File: config.mk
export PLATFORM = sky130hd
export DESIGN_NAME = decoder_n_seq
export DESIGN_NICKNAME = d
export VERILOG_FILES = /design/src/rtl/decoder_n_seq_pkg.sv /design/src/rtl/decoder_n_seq_decoder_n.sv /design/src/rtl/decoder_n_seq.sv
export SDC_FILE = /design/constraint.sdc
export NUM_CORES = 1
export LEC_CHECK = 0
export ABC_CLOCK_PERIOD_IN_PS = 2500
export CAP_MARGIN = 10
export CORE_MARGIN = 4
export CORE_UTILIZATION = 34
export CTS_CLUSTER_DIAMETER = 80
export DETAILED_ROUTE_END_ITERATION = 10
export PLACE_DENSITY = 0.64
export RECOVER_POWER = 25
export SYNTH_ARGS = -nofsm -noshare
export SYNTH_HDL_FRONTEND = slang
export SYNTH_HIERARCHICAL = 1
export SYNTH_SLANG_ARGS = --single-unit
File: constraint.sdc
create_clock -name clk -period 2.5 [get_ports clk]
set_clock_uncertainty 0.1 [all_clocks]
set_input_delay 0.375 -clock clk [delete_from_list [all_inputs] [get_ports clk]]
set_output_delay 0.375 -clock clk [all_outputs]
set_load 0.05 [all_outputs]
File: src/rtl/decoder_n_seq_pkg.sv
// Shared types and helpers for the sequenced one-hot decoder.
package decoder_n_seq_pkg;

    localparam int MAX_OUT_W = 256;

    typedef enum logic [1:0] {IDLE, SWEEP, DONE} state_t;

    // Bit idx set when idx < width; callers size-cast the result to their own width.
    function automatic logic [MAX_OUT_W-1:0] onehot(input int idx, input int width);
        logic [MAX_OUT_W-1:0] r;
        for (int i = 0; i < MAX_OUT_W; i++)
            r[i] = (i < width) && (i == idx);
        return r;
    endfunction

endpackage

File: src/rtl/decoder_n_seq_decoder_n.sv
// Combinational SEL_W -> 2^SEL_W one-hot decoder with enable.
module decoder_n
    import decoder_n_seq_pkg::*;
#(
    parameter int  SEL_W = 5,
    localparam int OUT_W = 2**SEL_W
) (
    input  logic [SEL_W-1:0] idx,
    input  logic             en,
    output logic [OUT_W-1:0] d
);

    always_comb begin
        d = '0;
        if (en)
            d = OUT_W'(onehot(int'(idx), OUT_W));
    end

endmodule

File: src/rtl/decoder_n_seq.sv
// Registered one-hot decoder with a self-running sweep sequencer.
// Build option: DECODER_N_SEQ_ZERO_REG_EN keeps index OUT_W-1 permanently deasserted.
module decoder_n_seq
    import decoder_n_seq_pkg::*;
#(
    parameter int  SEL_W = 5,
    localparam int OUT_W = 2**SEL_W
) (
    input  logic             clk,
    input  logic             reset,
    input  logic             en,
    input  logic [SEL_W-1:0] sel,
    input  logic             sweep_start,
    output logic [OUT_W-1:0] d,
    output logic             busy,
    output logic             done
);

`ifdef DECODER_N_SEQ_ZERO_REG_EN
    localparam int LAST = OUT_W - 2;
`else
    localparam int LAST = OUT_W - 1;
`endif
    // cnt already points one past the driven index, so the sweep ends when it reaches LAST+1
    localparam logic [SEL_W:0] CNT_END = (SEL_W+1)'(LAST + 1);

    state_t           state, state_nx;
    logic [SEL_W:0]   cnt, cnt_nx;
    logic [SEL_W-1:0] dec_idx;
    logic             dec_en;
    logic             direct_en;
    logic [OUT_W-1:0] dec_d;

`ifdef DECODER_N_SEQ_ZERO_REG_EN
    assign direct_en = en && (sel != '1);
`else
    assign direct_en = en;
`endif

    always_comb begin
        state_nx = state;
        cnt_nx   = cnt;
        dec_idx  = sel;
        dec_en   = 1'b0;
        case (state)
            IDLE: begin
                if (sweep_start) begin
                    state_nx = SWEEP;
                    cnt_nx   = (SEL_W+1)'(1);
                    dec_idx  = '0;
                    dec_en   = 1'b1;
                end else begin
                    dec_en   = direct_en;
                end
            end
            SWEEP: begin
                if (cnt == CNT_END) begin
                    state_nx = DONE;
                end else begin
                    dec_idx  = cnt[SEL_W-1:0];
                    dec_en   = 1'b1;
                    cnt_nx   = cnt + 1'b1;
                end
            end
            DONE: begin
                state_nx = IDLE;
                cnt_nx   = '0;
            end
            default: begin
                state_nx = IDLE;
                cnt_nx   = '0;
            end
        endcase
    end

    decoder_n #(.SEL_W(SEL_W)) u_dec (
        .idx (dec_idx),
        .en  (dec_en),
        .d   (dec_d)
    );

    always_ff @(posedge clk) begin
        if (reset) begin
            state <= IDLE;
            cnt   <= '0;
            d     <= '0;
        end else begin
            state <= state_nx;
            cnt   <= cnt_nx;
            d     <= dec_d;
        end
    end

    assign busy = (state == SWEEP);
    assign done = (state == DONE);

endmodule
==> metrics.cfg <==
[synth]
yosys-top-cells-area=dfxtp_1 (49%), nor2b_1 (13%), nor2_1 (8.1%)
ys_types=35
netlist_instances=185
syn-mean-instance-area_um2=8.80
synth-seq-cells=40
synth_largest_area_cell=dfxtp_1
syn_area_mm2=0.00163
yosysTopAreaCellShare_pct=49.2
yosysSeqAreaShare_pct=49.2
mappedNetlistNets=196
yosysWarnings=6

[layout]
multi_input_area_um2=781
nets=246
fill_cells=454
layout-drive-gt1-share_pct=9.32
area_delta_synth_final_pct=38.6
final_area_mm2=0.00226
seqCellArea_um2=802
final_cell_mix=dfxtp_1 (39), nor2_1 (35), nor2b_1 (33), clkdlybuf4s50_1 (30), nand2_1 (12)
final_common_cell=dfxtp_1
antenna-diode-count=0

[global_routing]
grt_max_degree=34
grt_pass1_vias=1302
grt_use_met1_pct=16.1
grt_overflow_total=0
busiest_layer=met2
antenna_found_initial=0
grt_pass1_wl_um=6080
use_met3_pct=3.63
grt_use_met2_pct=21.5
grt_usage_pct=12.9

[critical_path]
crit_type=reg2out
crit_required_ps=2030
critPathLaunchType=flop
rr_startpoint=cnt[1]
cp.arrival_ps=1870
worstRegToRegCells=9
path_cells=inv_1, nor2_1, clkdlybuf4s50_1
cp_slowest_cell=clkdlybuf4s50_1
critPathBufInv=2
reg2reg_to=d[2]
r2r_slack_ps=160
critPathMaxStageDelay_ps=820
crit_path_end_kind=output port
crit_family=buffers and inverters
crit_fanout=7

[floorplanning]
num_rows=24
start_util_pct=36.1
dieArea_mm2=0.00596
core-area_mm2=0.00450
die_h_um=77.2
pin_count=43
die_x_um=77.2

[clocking]
cts_tree=yes
cts_buffers=5
clock_latency_ps=290
holdBufCountCts=0
cts_htree_levels=2
cts_buffer_depth=2
numClockSinks=40
clkTransAtPathRegs_ps=80
clockRootBuffer=clkbuf_8

[run]
max_cap_viol_count=0

[hold_path]
holdCritStartpoint=cnt[5]
hold_depth=2
holdPathEnd=cnt[5]
hold_class=reg2reg

[power]
p_sw_share_pct=24.7
p_seq_share_pct=49.0
p_comb_share_pct=11.1
clockPowerShare_pct=39.9
p_leak_nw=0.836
p_sw_mw=0.331
internal_power_mw=1.01
total_power_mw=1.34
power.density_mw_per_mm2=593
ir_drop_uv=248

[routing]
vias_per_cell=4.87
drc=0
firstDrtPassIters=4
ant_nets=0
wire_per_inst_um=12.8
num_vias=1402
drt_iter0_drc=72
wirelength_um=3680

[timing]
slew_violations=0
fin_crit_sh_pct=94.0
setup_viol_count_final=0
fmax_mhz=426
final-hold-violation-count=0
layout_min_cycle_time_ps=2350
relSlewSlack_pct=63.7
worst_slew_pin_slew_ps=543
timing.setup.tns_ps=0

[placed_design]
portBuffers=42
gp_congestion=0.867
dp_hpwl_um=2740
placed_area_mm2=0.00213

[outcome]
status=finished, final reports clean

[cell usage after synthesis (all sizes together)]
library cell / number
nand2: 12
o211ai: 2
a31oi: 2
nand4b: 3
buf: 2
dfxtp: 40
o21ai: 5
or3: 2
mux2i: 1
ha: 2
nand3b: 1
nor2b: 34
nand4: 3
clkbuf: 6
o221a: 1
inv: 3
nor2: 35
o21bai: 1
or4: 1
or2: 1
nand3: 5
o22ai: 1
nand2b: 3
or4b: 1
a32oi: 3
a21oi: 3
a211oi: 1
nor3: 2
and2: 2
o31ai: 2
nor3b: 2
nand4bb: 3
[cell families after synthesis]
logic type / count (synthesis) / share of synthesized area [%]
AO/OA/AOI/OAI: 21 / 8.69
adder cells (fa/ha/maj): 2 / 1.54
buffers and inverters: 11 / 2.69
flip-flops: 40 / 49.2
multiplexers: 1 / 0.615
AND/OR/NAND/NOR: 110 / 37.3
[timing repair]
action	4_1_cts	5_1_grt
gates resized for setup	0	2
setup buffers	0	2
endpoints found under the setup margin	0	32
[routing by layer]
layer | share of wire [%] | wire length (µm)
met5 | 0 | 0
met2 | 47 | 1710
met3 | 4.4 | 162
met4 | 0.79 | 29
met1 | 48 | 1780
[worst reg2reg max path, stage by stage (launching register included)]
cell	delay, ps
dfxtp_1	400
inv_1	60
ha_1	190
nor2b_2	190
and2_1	200
o211ai_1	450
buf_4	200
nand4bb_1	240
nor2_1	80
nor2b_1	130
[final cells by class]
type	count	share of cell area, %
multi-input cells	134	34.6
inverters	3	0.499
repair buffers	51	21.4
clock inverters	3	2.05
flip-flops and latches	40	35.6
clock buffers	5	3.05
well taps	52	2.88
[sequential cells by signal, summed over array words and instances, names as in the netlist]
signal  flops
cnt         6
state       2
d          32
[per-stage QoR]
step                      utilization [%]  cells  hold slack [ps]  setup WS, ps
after detailed placement             47.3    278              376          95.3
after global placement               47.3    278              369           226
after CTS                            49.9    286              388          72.0
final                                50.1    288              384           151
after global routing                 50.1    288              402         -20.7
after floorplan                         -    185              345          62.4
[how the worst max path moves through the flow]
| stage | cells after the start | to | slack, ps | start |
|---|---|---|---|---|
| finish | 3 | done | 150 | state[1] |
| global route | 9 | d[10] | -20 | cnt[1] |
| CTS | 8 | d[8] | 70 | cnt[0] |
| detailed placement | 8 | d[8] | 100 | cnt[0] |
| global placement | 7 | d[8] | 230 | sweep_start |
| floorplan | 8 | d[16] | 60 | cnt[0] |
[power groups by stage]
stage | Combinational (mW) | Clock (mW) | Sequential (mW)
3_5_place_dp | 0.148 | 0 | 0.670
4_1_cts | 0.148 | 0.550 | 0.655
6_report | 0.149 | 0.533 | 0.655
2_1_floorplan | 0.0778 | 0 | 0.686
5_1_grt | 0.164 | 0.573 | 0.657
3_3_place_gp | 0.146 | 0 | 0.670
Power figures use the tool's default switching activity.
